[config.mk]
export PLATFORM = sky130hd
export DESIGN_NAME = char_buffer_writer_flat
export DESIGN_NICKNAME = d
export VERILOG_FILES = /design/src/rtl/char_buffer_writer_if.sv /design/src/rtl/char_buffer_writer.sv /design/src/flat_wrapper.sv
export SDC_FILE = /design/constraint.sdc
export NUM_CORES = 1
export LEC_CHECK = 0
export CORE_MARGIN = 4
export CORE_UTILIZATION = 40
export CTS_BUF_LIST = sky130_fd_sc_hd__clkbuf_16
export DETAILED_ROUTE_END_ITERATION = 12
export PLACE_DENSITY = 0.61
export SLEW_MARGIN = 15
export SYNTH_ARGS = -nofsm -noshare
export SYNTH_HDL_FRONTEND = slang
export SYNTH_SLANG_ARGS = --single-unit
[constraint.sdc]
create_clock -name clk -period 3.92 [get_ports clk]
set_input_delay 0.98 -clock clk [delete_from_list [all_inputs] [get_ports clk]]
set_output_delay 0.98 -clock clk [all_outputs]
set_load 0.01 [all_outputs]
[src/rtl/char_buffer_writer_if.sv]
// Bundles the byte input handshake and the char buffer / cursor outputs of the terminal writer.
// The writer uses the slave modport; whoever feeds bytes and consumes outputs uses master.
interface char_buffer_writer_if #(
   parameter int ADDR_BITS = 11,
   parameter int ROW_BITS  = 5,
   parameter int COL_BITS  = 7
);
   logic [7:0]           data;
   logic                 valid;
   logic                 ready;
   logic [ADDR_BITS-1:0] buffer_waddr;
   logic [7:0]           buffer_din;
   logic                 buffer_wen;
   logic [ADDR_BITS-1:0] buffer_first_char;
   logic                 buffer_first_char_wen;
   logic [COL_BITS-1:0]  new_cursor_x;
   logic [ROW_BITS-1:0]  new_cursor_y;
   logic                 new_cursor_wen;

   modport master (
      output data, valid,
      input  ready, buffer_waddr, buffer_din, buffer_wen, buffer_first_char,
             buffer_first_char_wen, new_cursor_x, new_cursor_y, new_cursor_wen
   );

   modport slave (
      input  data, valid,
      output ready, buffer_waddr, buffer_din, buffer_wen, buffer_first_char,
             buffer_first_char_wen, new_cursor_x, new_cursor_y, new_cursor_wen
   );
endinterface

[src/rtl/char_buffer_writer.sv]
// Terminal byte interpreter: writes printable bytes into a circular character buffer,
// handles CR/BS/LF with scrolling and a small VT52-style escape set, all outputs registered.
module char_buffer_writer #(
   parameter int ROWS      = 24,
   parameter int COLS      = 80,
   parameter int ROW_BITS  = 5,
   parameter int COL_BITS  = 7,
   parameter int ADDR_BITS = 11
) (
   input logic clk,
   input logic reset,
   char_buffer_writer_if.slave bus
);

   localparam int AW1 = ADDR_BITS + 1;
   localparam logic [AW1-1:0]       TOTAL     = AW1'(ROWS * COLS);
   localparam logic [AW1-1:0]       COLS_W    = AW1'(COLS);
   localparam logic [ADDR_BITS-1:0] LAST_ADDR = ADDR_BITS'(ROWS * COLS - 1);
   localparam logic [ROW_BITS-1:0]  MAX_ROW   = ROW_BITS'(ROWS - 1);
   localparam logic [COL_BITS-1:0]  MAX_COL   = COL_BITS'(COLS - 1);
   localparam logic [7:0]           SPACE     = 8'h20;

   typedef enum logic [2:0] {CLEAR_ALL, IDLE, ESC, ESC_Y_ROW, ESC_Y_COL, CLEAR} state_t;

   state_t               state_q, state_d;
   logic [COL_BITS-1:0]  x_q, x_d;
   logic [ROW_BITS-1:0]  y_q, y_d;
   logic [ROW_BITS-1:0]  row_q, row_d;
   logic [ADDR_BITS-1:0] fc_q, fc_d;
   logic [ADDR_BITS-1:0] clr_addr_q, clr_addr_d;
   logic [AW1-1:0]       clr_cnt_q, clr_cnt_d;
   logic                 ready_q, ready_d;
   logic                 wen_q, wen_d;
   logic [ADDR_BITS-1:0] waddr_q, waddr_d;
   logic [7:0]           din_q, din_d;
   logic                 fc_wen_q, fc_wen_d;
   logic                 cursor_wen_q, cursor_wen_d;

   logic                 accept;
   logic                 force_cursor;
   logic [ADDR_BITS-1:0] cursor_addr;
   logic [AW1-1:0]       fc_sum;
   logic [ADDR_BITS-1:0] next_fc;
   logic [ADDR_BITS-1:0] scroll_start;

   // Screen position to buffer cell, folding once around the end of the circular buffer.
   function automatic logic [ADDR_BITS-1:0] cell_addr(input logic [ADDR_BITS-1:0] fc,
                                                      input logic [ROW_BITS-1:0]  y,
                                                      input logic [COL_BITS-1:0]  x);
      logic [AW1-1:0] sum;
      sum = {1'b0, fc} + AW1'(y) * COLS_W + AW1'(x);
      if (sum >= TOTAL) sum = sum - TOTAL;
      return sum[ADDR_BITS-1:0];
   endfunction

   function automatic logic [ROW_BITS-1:0] clamp_row(input logic [7:0] b);
      logic [7:0] v;
      v = b - SPACE;
      if (b < SPACE) return '0;
      else if (v > 8'(ROWS - 1)) return MAX_ROW;
      else return v[ROW_BITS-1:0];
   endfunction

   function automatic logic [COL_BITS-1:0] clamp_col(input logic [7:0] b);
      logic [7:0] v;
      v = b - SPACE;
      if (b < SPACE) return '0;
      else if (v > 8'(COLS - 1)) return MAX_COL;
      else return v[COL_BITS-1:0];
   endfunction

   assign accept       = bus.valid && ready_q;
   assign cursor_addr  = cell_addr(fc_q, y_q, x_q);
   assign fc_sum       = {1'b0, fc_q} + COLS_W;
   assign next_fc      = (fc_sum >= TOTAL) ? '0 : fc_sum[ADDR_BITS-1:0];
   assign scroll_start = cell_addr(next_fc, MAX_ROW, '0);

   always_comb begin
      state_d      = state_q;
      x_d          = x_q;
      y_d          = y_q;
      row_d        = row_q;
      fc_d         = fc_q;
      clr_addr_d   = clr_addr_q;
      clr_cnt_d    = clr_cnt_q;
      ready_d      = ready_q;
      wen_d        = 1'b0;
      waddr_d      = waddr_q;
      din_d        = din_q;
      fc_wen_d     = 1'b0;
      force_cursor = 1'b0;

      case (state_q)
         CLEAR_ALL, CLEAR: begin
            wen_d      = 1'b1;
            waddr_d    = clr_addr_q;
            din_d      = SPACE;
            clr_addr_d = (clr_addr_q == LAST_ADDR) ? '0 : clr_addr_q + ADDR_BITS'(1);
            clr_cnt_d  = clr_cnt_q - AW1'(1);
            if (clr_cnt_q == AW1'(1)) begin
               state_d = IDLE;
               ready_d = 1'b1;
               if (state_q == CLEAR_ALL) begin
                  x_d          = '0;
                  y_d          = '0;
                  force_cursor = 1'b1;
               end
            end
         end

         IDLE: if (accept) begin
            if (bus.data >= 8'h20 && bus.data <= 8'h7E) begin
               wen_d   = 1'b1;
               waddr_d = cursor_addr;
               din_d   = bus.data;
               if (x_q < MAX_COL) x_d = x_q + COL_BITS'(1);
            end else begin
               case (bus.data)
                  8'h0D: x_d = '0;
                  8'h08: if (x_q != '0) x_d = x_q - COL_BITS'(1);
                  8'h0A: begin
                     if (y_q < MAX_ROW) begin
                        y_d = y_q + ROW_BITS'(1);
                     end else begin
                        // Scroll: the old top row becomes the new, blank bottom row.
                        fc_d       = next_fc;
                        fc_wen_d   = 1'b1;
                        state_d    = CLEAR;
                        ready_d    = 1'b0;
                        clr_addr_d = scroll_start;
                        clr_cnt_d  = COLS_W;
                     end
                  end
                  8'h1B:   state_d = ESC;
                  default: ;
               endcase
            end
         end

         ESC: if (accept) begin
            state_d = IDLE;
            case (bus.data)
               8'h41: if (y_q != '0) y_d = y_q - ROW_BITS'(1);
               8'h42: if (y_q < MAX_ROW) y_d = y_q + ROW_BITS'(1);
               8'h43: if (x_q < MAX_COL) x_d = x_q + COL_BITS'(1);
               8'h44: if (x_q != '0) x_d = x_q - COL_BITS'(1);
               8'h48: begin
                  x_d = '0;
                  y_d = '0;
               end
               8'h4A: begin
                  state_d    = CLEAR;
                  ready_d    = 1'b0;
                  clr_addr_d = cursor_addr;
                  clr_cnt_d  = TOTAL - (AW1'(y_q) * COLS_W + AW1'(x_q));
               end
               8'h4B: begin
                  state_d    = CLEAR;
                  ready_d    = 1'b0;
                  clr_addr_d = cursor_addr;
                  clr_cnt_d  = COLS_W - AW1'(x_q);
               end
               8'h59:   state_d = ESC_Y_ROW;
               default: ;
            endcase
         end

         ESC_Y_ROW: if (accept) begin
            row_d   = clamp_row(bus.data);
            state_d = ESC_Y_COL;
         end

         ESC_Y_COL: if (accept) begin
            x_d     = clamp_col(bus.data);
            y_d     = row_q;
            state_d = IDLE;
         end

         default: state_d = CLEAR_ALL;
      endcase

      cursor_wen_d = force_cursor || (x_d != x_q) || (y_d != y_q);
   end

   always_ff @(posedge clk or posedge reset) begin
      if (reset) begin
         state_q      <= CLEAR_ALL;
         x_q          <= '0;
         y_q          <= '0;
         row_q        <= '0;
         fc_q         <= '0;
         clr_addr_q   <= '0;
         clr_cnt_q    <= TOTAL;
         ready_q      <= 1'b0;
         wen_q        <= 1'b0;
         waddr_q      <= '0;
         din_q        <= '0;
         fc_wen_q     <= 1'b0;
         cursor_wen_q <= 1'b0;
      end else begin
         state_q      <= state_d;
         x_q          <= x_d;
         y_q          <= y_d;
         row_q        <= row_d;
         fc_q         <= fc_d;
         clr_addr_q   <= clr_addr_d;
         clr_cnt_q    <= clr_cnt_d;
         ready_q      <= ready_d;
         wen_q        <= wen_d;
         waddr_q      <= waddr_d;
         din_q        <= din_d;
         fc_wen_q     <= fc_wen_d;
         cursor_wen_q <= cursor_wen_d;
      end
   end

   assign bus.ready                 = ready_q;
   assign bus.buffer_wen            = wen_q;
   assign bus.buffer_waddr          = waddr_q;
   assign bus.buffer_din            = din_q;
   assign bus.buffer_first_char     = fc_q;
   assign bus.buffer_first_char_wen = fc_wen_q;
   assign bus.new_cursor_x          = x_q;
   assign bus.new_cursor_y          = y_q;
   assign bus.new_cursor_wen        = cursor_wen_q;

endmodule

[src/flat_wrapper.sv]
// flat-port wrapper written by rule: the top's interface ports become plain ports
module char_buffer_writer_flat 
#(
   parameter int ROWS      = 24,
   parameter int COLS      = 80,
   parameter int ROW_BITS  = 5,
   parameter int COL_BITS  = 7,
   parameter int ADDR_BITS = 11
)
  (clk, reset, bus_data, bus_valid, bus_ready, bus_buffer_waddr, bus_buffer_din, bus_buffer_wen, bus_buffer_first_char, bus_buffer_first_char_wen, bus_new_cursor_x, bus_new_cursor_y, bus_new_cursor_wen);
  char_buffer_writer_if #(.ADDR_BITS(ADDR_BITS), .ROW_BITS(ROW_BITS), .COL_BITS(COL_BITS)) bus_i ();
  input logic clk;
  input logic reset;
  input wire logic [$bits(bus_i.data)-1:0] bus_data;
  input wire logic [$bits(bus_i.valid)-1:0] bus_valid;
  output wire logic [$bits(bus_i.ready)-1:0] bus_ready;
  output wire logic [$bits(bus_i.buffer_waddr)-1:0] bus_buffer_waddr;
  output wire logic [$bits(bus_i.buffer_din)-1:0] bus_buffer_din;
  output wire logic [$bits(bus_i.buffer_wen)-1:0] bus_buffer_wen;
  output wire logic [$bits(bus_i.buffer_first_char)-1:0] bus_buffer_first_char;
  output wire logic [$bits(bus_i.buffer_first_char_wen)-1:0] bus_buffer_first_char_wen;
  output wire logic [$bits(bus_i.new_cursor_x)-1:0] bus_new_cursor_x;
  output wire logic [$bits(bus_i.new_cursor_y)-1:0] bus_new_cursor_y;
  output wire logic [$bits(bus_i.new_cursor_wen)-1:0] bus_new_cursor_wen;
  assign bus_i.data = bus_data;
  assign bus_i.valid = bus_valid;
  assign bus_ready = bus_i.ready;
  assign bus_buffer_waddr = bus_i.buffer_waddr;
  assign bus_buffer_din = bus_i.buffer_din;
  assign bus_buffer_wen = bus_i.buffer_wen;
  assign bus_buffer_first_char = bus_i.buffer_first_char;
  assign bus_buffer_first_char_wen = bus_i.buffer_first_char_wen;
  assign bus_new_cursor_x = bus_i.new_cursor_x;
  assign bus_new_cursor_y = bus_i.new_cursor_y;
  assign bus_new_cursor_wen = bus_i.new_cursor_wen;
  char_buffer_writer #(.ROWS(ROWS), .COLS(COLS), .ROW_BITS(ROW_BITS), .COL_BITS(COL_BITS), .ADDR_BITS(ADDR_BITS)) u_core (.clk(clk), .reset(reset), .bus(bus_i));
endmodule
# After elaboration in Yosys (flattened, before gate mapping)
# Cells that the tools add are included.
dict set report word_totals {
  elab_cells 173
  output_inout_bits 46
  regBits 77
}
dict set report classes {
  order_cmp 10
  bitwise_logic 2
  eq_ne 34
  addsub 16
  reduce_logical 18
  mul 1
  muxes 79
}
# op count
set op_table {}
lappend op_table {{$mux W11} 12}
lappend op_table {{$mux W7} 10}
lappend op_table {{$eq A8 B7 Y1 const B} 8}
lappend op_table {{$mux W12} 5}
lappend op_table {{$mux W5} 11}
lappend op_table {{$ge A12 B11 Y1 const B} 3}
lappend op_table {{$pmux W12 S3} 1}
lappend op_table {{$pmux W11 S3} 1}
lappend op_table {{$pmux W7 S4} 1}
lappend op_table {{$add A12 B7 Y12} 2}
lappend op_table {{$eq A8 B4 Y1 const B} 3}
lappend op_table {{$pmux W12 S2} 1}
lappend op_table {{$pmux W11 S2} 1}
lappend op_table {{$sub A11 B11 Y11 const B} 2}
lappend op_table {{$mux W3} 7}
lappend op_table {{$pmux W7 S3} 1}
lappend op_table {{$pmux W5 S4} 1}
lappend op_table {{$mux W1} 17}
lappend op_table {{$mux W8} 2}
lappend op_table {{$pmux W8 S2} 1}
lappend op_table {{$reduce_and A8 Y1} 2}
lappend op_table {{$pmux W3 S5} 1}
lappend op_table {{$pmux W5 S3} 1}
lappend op_table {{$ne A2 B1 Y1 const B} 7}
lappend op_table {{other kinds (48)} 59}

# Depth between registers and ports, before layout
# Gate-level depths: netlist (run 1).
dict set report logic_depth {
  word_depth 11
  ltp_mapped 18
  depth_no_buf 16
}

# Worst setup path after synthesis (run 1)
# No wires, ideal clock.
dict set report synth_path {
  path_kind {register to register}
  from {register u_core.y_q[2] (netlist: u_core.bus.new_cursor_y[2])}
  to {register u_core.clr_addr_q[9]}
  arrival_time_ns 3.710
  t_required_ns 3.794
  path_stages_with_launch 15
  period_less_slack_ns 3.836
  setup_time_ns 0.126
  setup_slack_ns 0.084
  cell_sequence {dfrtp_1 ha_1 ha_1 a21o_1 a21oi_1 xnor2_1 ha_1 ha_1 inv_1 or4_1 o311ai_0 o21a_1 nor3_1 o31a_1 o32a_1}
}
dict set report synth_between {
  elab_chain_len 8
}
# element line
set synth_rtl {}
lappend synth_rtl {{start: declaration} char_buffer_writer.sv:27} ;# logic [ROW_BITS-1:0] y_q, y_d;
lappend synth_rtl {{start signal: assignment} char_buffer_writer.sv:203} ;# y_q <= y_d;
lappend synth_rtl {{$mul A5 B3 Y8} char_buffer_writer.sv:51} ;# sum = {1'b0, fc} + AW1'(y) * COLS_W + AW1'(x);
lappend synth_rtl {{$add A11 B12 Y12} char_buffer_writer.sv:51}
lappend synth_rtl {{$add A12 B7 Y12} char_buffer_writer.sv:51}
lappend synth_rtl {{$sub A11 B11 Y11 / $ge A12 B11 Y1 (equally long branches)} char_buffer_writer.sv:52} ;# if (sum >= TOTAL) sum = sum - TOTAL;
lappend synth_rtl {{$mux W11} char_buffer_writer.sv:52}
lappend synth_rtl {{$mux W11} char_buffer_writer.sv:142} ;# case (bus.data)
lappend synth_rtl {{$mux W11} char_buffer_writer.sv:140} ;# ESC: if (accept) begin
lappend synth_rtl {{$pmux W11 S3} char_buffer_writer.sv:93} ;# case (state_q)
lappend synth_rtl {{end signal: assignment} char_buffer_writer.sv:206} ;# clr_addr_q <= clr_addr_d;
lappend synth_rtl {{end: declaration} char_buffer_writer.sv:30} ;# logic [ADDR_BITS-1:0] clr_addr_q, clr_addr_d;
# Several ways; a longest one is shown, not always the timed one. The select of a mux whose other input is x is not followed.
# A chain may end at the register's enable or synchronous reset.

# Final worst setup path (run 1)
# Ends and elaborated chain as after synthesis.

==> results of run 1 <==
==> where the power goes <==
| group | internal [mW] | switching, mW | total [mW] |
|---|---|---|---|
| registers | 0.794 | 0 | 0.794 |
| clock network | 0.510 | 0.406 | 0.916 |
| logic | 0.0517 | 0.0753 | 0.127 |
| total | 1.36 | 0.482 | 1.84 |
==> per-stage QoR <==
| stage | setup slack [ns] | cells | total power, mW |
|---|---|---|---|
| after floorplan | 0.08371 | 1025 | 0.8702 |
| after global placement | -0.06701 | 1387 | 0.9354 |
| after detailed placement | -0.1209 | 1387 | 0.9350 |
| after CTS | 0.05582 | 1403 | 1.855 |
| after global routing | -0.03023 | 1407 | 1.899 |
| final | 0.1356 | 1407 | 1.838 |
==> worst max-delay path: stages (launching register included) <==
cell and delay [ns]:
dfrtp_1 0.42, ha_4 0.27, ha_1 0.29, a21o_1 0.19
a21oi_2 0.18, xnor2_2 0.10, ha_1 0.33, ha_4 0.29
inv_2 0.06, or4_4 0.51, o311ai_2 0.12, o21a_1 0.20
nor3_1 0.07, o31a_1 0.31, o32a_1 0.33
==> layer usage <==
layer	part of all wire	track usage	wire length, microns	vias to the layer above
met5	0	0	0	-
met4	0.019	0.06975	555	0
met3	0.066	0.02834	1907	33
met2	0.43	0.3726	12410	359
met1	0.48	0.4043	13970	4036
li1	-	-	-	4041
==> logic make-up after synthesis <==
kind of cell    count (synthesis)  synth area share
buf+inv                       109           0.05548
compound gates                347            0.2833
mux                            13           0.01728
xor+xnor                       41           0.04550
fa+ha+maj                      54           0.09036
flops                          77            0.2448
simple gates                  384            0.2633
==> cells in the mapped netlist (13+ instances only) <==
cell,n,area (sq um)
nand2_1,98,367.9
a21o_1,13,97.59
o21ai_0,102,510.5
nand2b_1,14,87.58
nand3_1,34,170.2
and2_1,16,100.1
xor2_1,14,122.6
a31oi_1,15,93.84
nor2_1,73,274.0
ha_1,49,613.1
and3_1,13,81.33
a21oi_1,82,410.4
nor3_1,31,155.2
dfrtp_1,73,1827
nor2b_1,15,93.84
inv_1,40,150.1
clkbuf_1,53,198.9
xnor2_1,27,236.5
==> repair_timing <==
action                                  in CTS  in global routing
endpoints found under the setup margin       1                  5
cloned                                       0                  0
gates resized for setup                      3                 23
buffers inserted                             0                  4
pin swaps                                    1                  7
==> path summary, 6_finish.rpt <==
check                                                        from                                      to  slack [ns]  depth (start not counted)
max                          u_core.bus.new_cursor_y[2]$_DFF_PP0_        u_core.clr_addr_q[9]$_DFFE_PP0P_        0.14                         14
min                        u_core.bus.buffer_waddr[0]$_DFFE_PP0P_  u_core.bus.buffer_waddr[0]$_DFFE_PP0P_        0.48                          2
max reg2reg                  u_core.bus.new_cursor_y[2]$_DFF_PP0_        u_core.clr_addr_q[9]$_DFFE_PP0P_        0.14                         14
min reg2reg                u_core.bus.buffer_waddr[0]$_DFFE_PP0P_  u_core.bus.buffer_waddr[0]$_DFFE_PP0P_        0.48                          2
max in group asynchronous                                   reset         u_core.clr_cnt_q[7]$_DFFE_PP1P_        2.05                          3
min in group asynchronous                                   reset  u_core.bus.buffer_waddr[5]$_DFFE_PP0P_        1.06                          2
==> layout make-up <==
| cell class | count | area (sq um) |
|---|---|---|
| clock buffer | 9 | 225.2 |
| clock inverter | 7 | 87.58 |
| fill | 1934 | 9638 |
| inverter | 41 | 155.1 |
| multi-input combinational | 839 | 5653 |
| sequential | 77 | 1934 |
| tap | 265 | 331.6 |
| timing repair buffer | 169 | 1438 |
==> flip-flops by register name (all words and copies together), names as in the netlist <==
register,cells
u_core.bus.buffer_first_char,11
u_core.bus.new_cursor_y,5
u_core.row_q,5
u_core.bus.buffer_din,8
u_core.bus.new_cursor_wen,1
u_core.clr_cnt_q,12
u_core.bus.new_cursor_x,7
u_core.bus.buffer_wen,1
u_core.state_q,3
u_core.bus.buffer_waddr,11
u_core.bus.ready,1
u_core.clr_addr_q,11
u_core.bus.buffer_first_char_wen,1
==> parameters.txt, run 1 <==
Parameter                              Value

Run status
  Status ... completed

Synth
  Sequential area share after synthesis ... 0.2448
  Post-synthesis net count ... 1090
  Warnings from Yosys ... 0
  Post-synthesis area per instance ... 7.700 sq um
  Mapped cell area ... 0.007893 sq mm
  Yosys reg bits ... 77
  Count of flip-flops with a built-in enable after synthesis ... 0
  Gate Count Post-Synth ... 1025
  Fraction of synthesis flops using an asynchronous set or reset pin ... 1.000
  Number of distinct standard cells referenced by the synthesized netlist ... 96
  Primary FF master, synth ... dfrtp_1

Routing
  Average detailed-routed wire length per instance ... 20.50 microns
  DRC ... 0
  Total Routed Length ... 28840 microns
  DRT iter0 DRCs ... 717
  DRT antenna net count ... 0
  Number of search-and-repair iterations in the first detailed-routing pass ... 5
  Detailed-route vias per instance ... 6.019
  Via count ... 8469

Die
  Die height ... 148.5 microns
  Initial standard-cell utilization of the core ... 0.4055
  Core box area ... 0.01946 sq mm
  Die footprint ... 0.02204 sq mm
  Row cnt ... 51
  Count of boundary I/O pins ... 57
  Horiz. Die Dim ... 148.5 microns

Clock network
  Maximum level of the CTS H-tree ... 3
  Source-to-sink clock delay at the later pin of the worst-skew pair ... 0.35 ns
  CTS sink count ... 77
  Hold_buf cts ... 0
  Total clock buffers created by CTS ... 9
  Clock tree root buffer cell ... clkbuf_16
  Maximum buffer depth of the clock tree ... 2
  Clock tree from TritonCTS ... built
  Clock slew seen by the registers of the worst setup and hold paths ... 0.07 ns

Timing
  Part of the cycle the worst path needs ... 0.9654
  Shortest period the worst path allows ... 3.784 ns
  Worst Hold Margin ... 0.4790 ns
  Worst relative slew slack ... 0.4797
  Setup repair after global routing missed its margin ... true
  Number of failing setup endpoints in the final timing report ... 0
  Transition time at the pin with the least slew margin ... 0.7795 ns
  Max Clk Rate ... 264.2 MHz
  Number of hold-slack violations in the final timing report ... 0
  Setup TNS ... 0 ns
  Max-slew violation count ... 0
  Final Skew ... 0.009166 ns

Finish
  Area growth from synthesis to final layout ... 24.48%
  Final standard cell area without fillers ... 0.009824 sq mm
  Fraction of layout instances using a drive strength above 1 ... 0.1673
  Most common cell after layout, fill and taps aside ... buf_4
  Number of inserted diodes ... 0
  Final Core Density ... 0.5048
  Final #Nets ... 1202
  Highest-count cells in the layout ignoring fill and taps ... buf_4, o21ai_0, nand2_1, a21oi_1, nor2_1

Global routing
  Global-route total usage across every layer ... 0.2578
  Maximum number of pins on one net before global-route repair ... 43
  Number of antenna violations at the first check in global routing ... 0
  First-pass GRT wire length ... 45130 microns
  Total congestion overflow ... 0
  Number of global-route vias before repair ... 7742

Place
  Post-place instance area ... 0.009350 sq mm
  Final weighted congestion of routability-driven global placement ... 0.9854
  Detail Placement HPWL ... 22190 microns
  Buffers on Ports ... 56

Critical path
  CP max FO ... 5
  Critical Path End Type ... register
  Required @ worst endpoint ... 4.16 ns
  WP data arrival ... 4.02 ns
  Sort of element at the start of the critical path ... register
  Critical path start-end classification ... register to register

Pwr
  Ratio of total power to cell area ... 187.0 mW/mm^2
  Peak supply drop ... 178.6 uV
  Pleak ... 4.099 nW

Job
  Maximum Capacitance Violations ... 0

Worst hold path
  Min-delay worst type ... register to register
(Power assumes the default switching activity.)
==> run 2, diff against run 1 <==
--- a/config.mk
+++ b/config.mk
@@ -9,7 +9,8 @@
 export CORE_UTILIZATION = 40
 export CTS_BUF_LIST = sky130_fd_sc_hd__clkbuf_16
 export DETAILED_ROUTE_END_ITERATION = 12
-export PLACE_DENSITY = 0.61
+export DONT_BUFFER_PORTS = 1
+export PLACE_DENSITY = 0.57
 export SLEW_MARGIN = 15
 export SYNTH_ARGS = -nofsm -noshare
 export SYNTH_HDL_FRONTEND = slang
==> parameters.txt, run 2 (synthesis gave the netlist of run 1 again) <==
Parameter                              Value

Run status
  Status ... completed

Global routing
  Global routing's busiest layer ... met2
  Global-route met1 utilization ... 0.3611
  Number of global-route vias before repair ... 7489
  Grt met2 use ... 0.3642
  Total congestion overflow ... 0
  First-pass GRT wire length ... 43440 microns
  Met3 Resource Use GR ... 0.05667
  Maximum number of pins on one net before global-route repair ... 30
  Number of antenna violations at the first check in global routing ... 0
  Global-route total usage across every layer ... 0.2476

Finish
  Area growth from synthesis to final layout ... 11.97%
  Final #Nets ... 1100
  Flip-flop count of the largest register after layout ... 12
  Final Core Density ... 0.4541
  Number of inserted diodes ... 0
  Fraction of layout instances using a drive strength above 1 ... 0.1298
  Highest-count cells in the layout ignoring fill and taps ... o21ai_0, nand2_1, a21oi_1, nor2_1, dfrtp_1
  Most common cell after layout, fill and taps aside ... o21ai_0
  Reg with most FFs ... u_core.clr_cnt_q

Clock network
  Source-to-sink clock delay at the later pin of the worst-skew pair ... 0.36 ns
  Hold_buf cts ... 0
  Maximum buffer depth of the clock tree ... 2
  Total clock buffers created by CTS ... 9
  Maximum level of the CTS H-tree ... 3
  Clock slew seen by the registers of the worst setup and hold paths ... 0.08 ns
  Clock tree root buffer cell ... clkbuf_16
  CTS sink count ... 77
  Clock tree from TritonCTS ... built

Critical path
  Kind of cell adding the most delay to the critical path ... compound AO/OA/AOI/OAI gates
  Worst path cell trace ... ha_4 -> ha_1 -> a21o_1 -> a21oi_2 -> xnor2_2 -> ha_1 -> ha_4 -> inv_1 -> or4_1 -> o311ai_2 -> o21a_1 -> nor3_1 -> o31a_1 -> o32a_1
  Internal reg-to-reg setup slack ... 0.14 ns
  Sort of element at the start of the critical path ... register
  FF-to-FF path depth ... 14
  Endpoint of the worst-slack reg-to-reg timing path ... u_core.clr_addr_q[9]$_DFFE_PP0P_
  Critical path start-end classification ... register to register
  Critical path depth in cells ... 14
  R2R Path Start ... u_core.bus.new_cursor_y[2]$_DFF_PP0_
  Required @ worst endpoint ... 4.16 ns
  CP max FO ... 3
  WP data arrival ... 4.02 ns
  Critical Path End Type ... register
  Number of buffer and inverter instances along the worst setup path ... 1
  Crit path largest cell delay ... 0.52 ns
  Worst path slowest cell ... or4_1
  Crit path capture ... u_core.clr_addr_q[9]$_DFFE_PP0P_
  Crit path from ... u_core.bus.new_cursor_y[2]$_DFF_PP0_

Die
  Horiz. Die Dim ... 148.5 microns
  Count of boundary I/O pins ... 57
  Core box area ... 0.01946 sq mm
  Die height ... 148.5 microns
  Row cnt ... 51
  Die footprint ... 0.02204 sq mm
  Initial standard-cell utilization of the core ... 0.4055

Timing
  Final Skew ... 0.01350 ns
  Number of failing setup endpoints in the final timing report ... 0
  Part of the cycle the worst path needs ... 0.9640
  Max Clk Rate ... 264.6 MHz
  Worst relative slew slack ... 0.3169
  Max-slew violation count ... 0
  Number of hold-slack violations in the final timing report ... 0
  Transition time at the pin with the least slew margin ... 1.021 ns
  Setup slack of the critical path after layout ... 0.1409 ns
  Shortest period the worst path allows ... 3.779 ns

Routing
  Number of search-and-repair iterations in the first detailed-routing pass ... 5
  DRT antenna net count ... 0
  Detailed-route vias per instance ... 6.206
  DRC ... 0
  Average detailed-routed wire length per instance ... 21.15 microns
  DRT iter0 DRCs ... 759
  Total Routed Length ... 27600 microns
  Via count ... 8099

Job
  Maximum Capacitance Violations ... 0

Worst hold path
  Min-delay src ... u_core.row_q[4]$_DFFE_PP0P_
  Min-delay worst type ... register to register

Pwr
  Total Power ... 1.786 mW
  Ratio of total power to cell area ... 202.0 mW/mm^2
  Peak supply drop ... 172.6 uV
  Pleak ... 3.659 nW

Place
  Buffers on Ports ... 0
  Final weighted congestion of routability-driven global placement ... 0.9920
  Setup Slack @ Placement ... 0.04120 ns
  Detail Placement HPWL ... 20760 microns
## run 2: worst min-delay path by stage
stage / endpoint / depth (start not counted)
after global placement: u_core.row_q[4]$_DFFE_PP0P_ / 2
after CTS: u_core.row_q[4]$_DFFE_PP0P_ / 2
after detailed placement: u_core.row_q[4]$_DFFE_PP0P_ / 2
after global routing: u_core.clr_cnt_q[7]$_DFFE_PP1P_ / 1
final: u_core.row_q[4]$_DFFE_PP0P_ / 2
after floorplan: u_core.row_q[3]$_DFFE_PP0P_ / 2
## run 2: final cells by class
type | instances | area (sq um)
clock buffer | 9 | 225.2
clock inverter | 7 | 86.33
fill | 2014 | 10630
inverter | 41 | 155.1
multi-input combinational | 839 | 5598
sequential | 77 | 1934
tap | 265 | 331.6
timing repair buffer | 67 | 506.7
## run 2: per-stage QoR
step           hold slack, ns  cells  area (sq um)  setup TNS (ns)
2_1_floorplan          0.4425   1025          7893               0
3_3_place_gp           0.4952   1287          8434               0
3_5_place_dp           0.4980   1287          8434               0
4_1_cts                0.5147   1303          8746               0
5_1_grt                0.5504   1305          8837        -0.01770
6_report               0.5102   1305          8837               0
## run 2: layer usage
metal	wire, microns	up-vias	part of all wire
li1	-	3835	-
met1	12550	3865	0.45
met2	12000	348	0.43
met3	2385	51	0.086
met4	659	0	0.024
met5	0	-	0
## run 2: timing repair
action | CTS | global route
resized for setup | 0 | 15
endpoints found under the setup margin | 0 | 3
setup buffers | 0 | 2
## run 2: worst min-delay path: cells and delay by family, from the launching register on
kind               cells  cell delay (ns)
AOI/OAI and AO/OA      1             0.06
DFF                    1             0.36
and+or+nand+nor        1             0.05
## run 2: where the power goes
part | internal [mW] | leakage, nW | switching [mW]
sequential | 0.794 | 0.983 | 0
clock | 0.509 | 0.150 | 0.408
combinational | 0.0241 | 2.53 | 0.0502
total | 1.33 | 3.66 | 0.458
==> run 3, diff against run 2 <==
--- a/config.mk
+++ b/config.mk
@@ -5,12 +5,14 @@
 export SDC_FILE = /design/constraint.sdc
 export NUM_CORES = 1
 export LEC_CHECK = 0
+export CELL_PAD_IN_SITES_DETAIL_PLACEMENT = 1
+export CELL_PAD_IN_SITES_GLOBAL_PLACEMENT = 2
 export CORE_MARGIN = 4
 export CORE_UTILIZATION = 40
 export CTS_BUF_LIST = sky130_fd_sc_hd__clkbuf_16
 export DETAILED_ROUTE_END_ITERATION = 12
 export DONT_BUFFER_PORTS = 1
-export PLACE_DENSITY = 0.57
+export PLACE_DENSITY = 0.85
 export SLEW_MARGIN = 15
 export SYNTH_ARGS = -nofsm -noshare
 export SYNTH_HDL_FRONTEND = slang
==> constraint.sdc (replaced) <==
create_clock -name clk -period 4.5 [get_ports clk]
set_input_delay 1.125 -clock clk [delete_from_list [all_inputs] [get_ports clk]]
set_output_delay 1.125 -clock clk [all_outputs]
set_load 0.01 [all_outputs]
==> parameters.txt, run 3 (synthesis gave the netlist of run 1 again) <==
Parameter                              Value

Run status
  Status ... completed

Critical path
  Critical path start-end classification ... register to register
  FF-to-FF path depth ... 14
  Crit path from ... u_core.bus.new_cursor_y[2]$_DFF_PP0_
  Internal reg-to-reg setup slack ... 0.45 ns
  Critical Path End Type ... register
  Sort of element at the start of the critical path ... register
  Crit path capture ... u_core.clr_addr_q[9]$_DFFE_PP0P_
  Required @ worst endpoint ... 4.76 ns
  Endpoint of the worst-slack reg-to-reg timing path ... u_core.clr_addr_q[9]$_DFFE_PP0P_
  WP data arrival ... 4.31 ns
  CP max FO ... 5
  R2R Path Start ... u_core.bus.new_cursor_y[2]$_DFF_PP0_

Die
  Count of boundary I/O pins ... 57
  Horiz. Die Dim ... 148.5 microns
  Core box area ... 0.01946 sq mm
  Initial standard-cell utilization of the core ... 0.4055
  Die height ... 148.5 microns
  Die footprint ... 0.02204 sq mm
  Row cnt ... 51

Clock network
  Hold_buf cts ... 0
  Clock tree from TritonCTS ... built
  Clock tree root buffer cell ... clkbuf_16
  Maximum buffer depth of the clock tree ... 2
  Clock slew seen by the registers of the worst setup and hold paths ... 0.08 ns
  Total clock buffers created by CTS ... 9
  Maximum level of the CTS H-tree ... 3
  CTS sink count ... 77
  Post-cts sizing count ... 0
  Source-to-sink clock delay at the later pin of the worst-skew pair ... 0.37 ns
  Setup bufs post-CTS ... 0

Finish
  Most common cell after layout, fill and taps aside ... o21ai_0
  Number of inserted filler cells in the final layout ... 2390
  Final Core Density ... 0.4393
  Final #Nets ... 1071
  Fraction of layout instances using a drive strength above 1 ... 0.09298
  Register cell area after layout ... 0.001932 sq mm
  Number of inserted diodes ... 0
  Flip-flop count of the largest register after layout ... 12
  Highest-count cells in the layout ignoring fill and taps ... o21ai_0, nand2_1, a21oi_1, dfrtp_1, nor2_1
  Multi-input logic area ... 0.005530 sq mm
  Area growth from synthesis to final layout ... 8.339%
  Reg with most FFs ... u_core.clr_cnt_q

Job
  Maximum Capacitance Violations ... 0

Routing
  DRT antenna net count ... 0
  Detailed-route vias per instance ... 6.424
  Via count ... 8197
  Number of search-and-repair iterations in the first detailed-routing pass ... 5
  DRC ... 0
  DRT iter0 DRCs ... 635
  Total Routed Length ... 29760 microns
  Average detailed-routed wire length per instance ... 23.32 microns

Timing
  Part of the cycle the worst path needs ... 0.9008
  Worst relative slew slack ... 0.5068
  Setup TNS ... 0 ns
  Final Skew ... 0.01736 ns
  Transition time at the pin with the least slew margin ... 0.7284 ns
  Max Clk Rate ... 246.7 MHz
  Setup repair after global routing missed its margin ... false
  Shortest period the worst path allows ... 4.054 ns
  Max-slew violation count ... 0
  Number of failing setup endpoints in the final timing report ... 0
  Number of hold-slack violations in the final timing report ... 0

Place
  Detail Placement HPWL ... 22450 microns
  Buffers on Ports ... 0
  Final weighted congestion of routability-driven global placement ... 0.9768

Pwr
  Peak supply drop ... 190.3 uV
  Ratio of total power to cell area ... 183.5 mW/mm^2
  Pleak ... 3.504 nW

Worst hold path
  Worst Hold Path Cells ... 2
  Min-delay worst type ... register to register

Global routing
  Number of global-route vias before repair ... 8097
  Global-route total usage across every layer ... 0.2710
  First-pass GRT wire length ... 47180 microns
  Number of antenna violations at the first check in global routing ... 0
  Maximum number of pins on one net before global-route repair ... 46
  Total congestion overflow ... 0
## run 3: changes by cell type in the layout (fill, tap and decap cells not counted), sizes merged
cell,previous run,this run
buf,67,38
clkinv,2,3
inv,44,43
## run 3: through the flow
stage               instance area [sq um]  instances  hold WS [ns]  power, mW  setup slack, ns
floorplan                            7893       1025        0.4425     0.7580           0.6637
global placement                     8232       1260        0.4689     0.7646           0.5692
detailed placement                   8232       1260        0.4898     0.7653           0.4361
CTS                                  8548       1276        0.5047      1.578           0.4319
global route                         8551       1276        0.5330      1.614           0.1286
finish                               8551       1276        0.5028      1.569           0.4465
## run 3: worst min path at each step
| stage | slack [ns] | from | end |
|---|---|---|---|
| after floorplan | 0.44 | u_core.row_q[3]$_DFFE_PP0P_ | u_core.row_q[3]$_DFFE_PP0P_ |
| after global placement | 0.47 | u_core.row_q[3]$_DFFE_PP0P_ | u_core.row_q[3]$_DFFE_PP0P_ |
| after CTS | 0.50 | u_core.row_q[3]$_DFFE_PP0P_ | u_core.row_q[3]$_DFFE_PP0P_ |
| after detailed placement | 0.49 | u_core.row_q[3]$_DFFE_PP0P_ | u_core.row_q[3]$_DFFE_PP0P_ |
| final | 0.50 | u_core.row_q[3]$_DFFE_PP0P_ | u_core.row_q[3]$_DFFE_PP0P_ |
| after global routing | 0.53 | u_core.row_q[3]$_DFFE_PP0P_ | u_core.row_q[3]$_DFFE_PP0P_ |
## run 3: critical path, stage by stage (launching register included)
cell	delay, ns
dfrtp_1	0.38
ha_1	0.35
ha_1	0.31
a21o_1	0.18
a21oi_1	0.17
xnor2_1	0.24
ha_1	0.32
ha_1	0.32
inv_1	0.09
or4_1	0.49
o311ai_0	0.17
o21a_1	0.22
nor3_1	0.08
o31a_1	0.31
o32a_1	0.33
## run 3: report_power, final
| group | internal, mW | switching [mW] |
|---|---|---|
| Sequential | 0.692 | 0 |
| Combinational | 0.0167 | 0.0443 |
| Clock | 0.444 | 0.372 |
| Total | 1.15 | 0.416 |
## run 3: final cells by class
type / count / area share
timing repair buffer: 38 / 0.03336
clock buffer: 9 / 0.02634
sequential: 77 / 0.2259
inverter: 41 / 0.01814
multi-input combinational: 839 / 0.6468
tap: 265 / 0.03878
clock inverter: 7 / 0.01068
## run 3: routing by layer
| metal | GRT usage | routed length [microns] | vias up |
|---|---|---|---|
| met3 | 0.05911 | 2249 | 50 |
| met5 | 0 | 0 | - |
| li1 | - | - | 3765 |
| met1 | 0.3936 | 13710 | 4068 |
| met2 | 0.3987 | 13140 | 314 |
| met4 | 0.09007 | 658 | 0 |
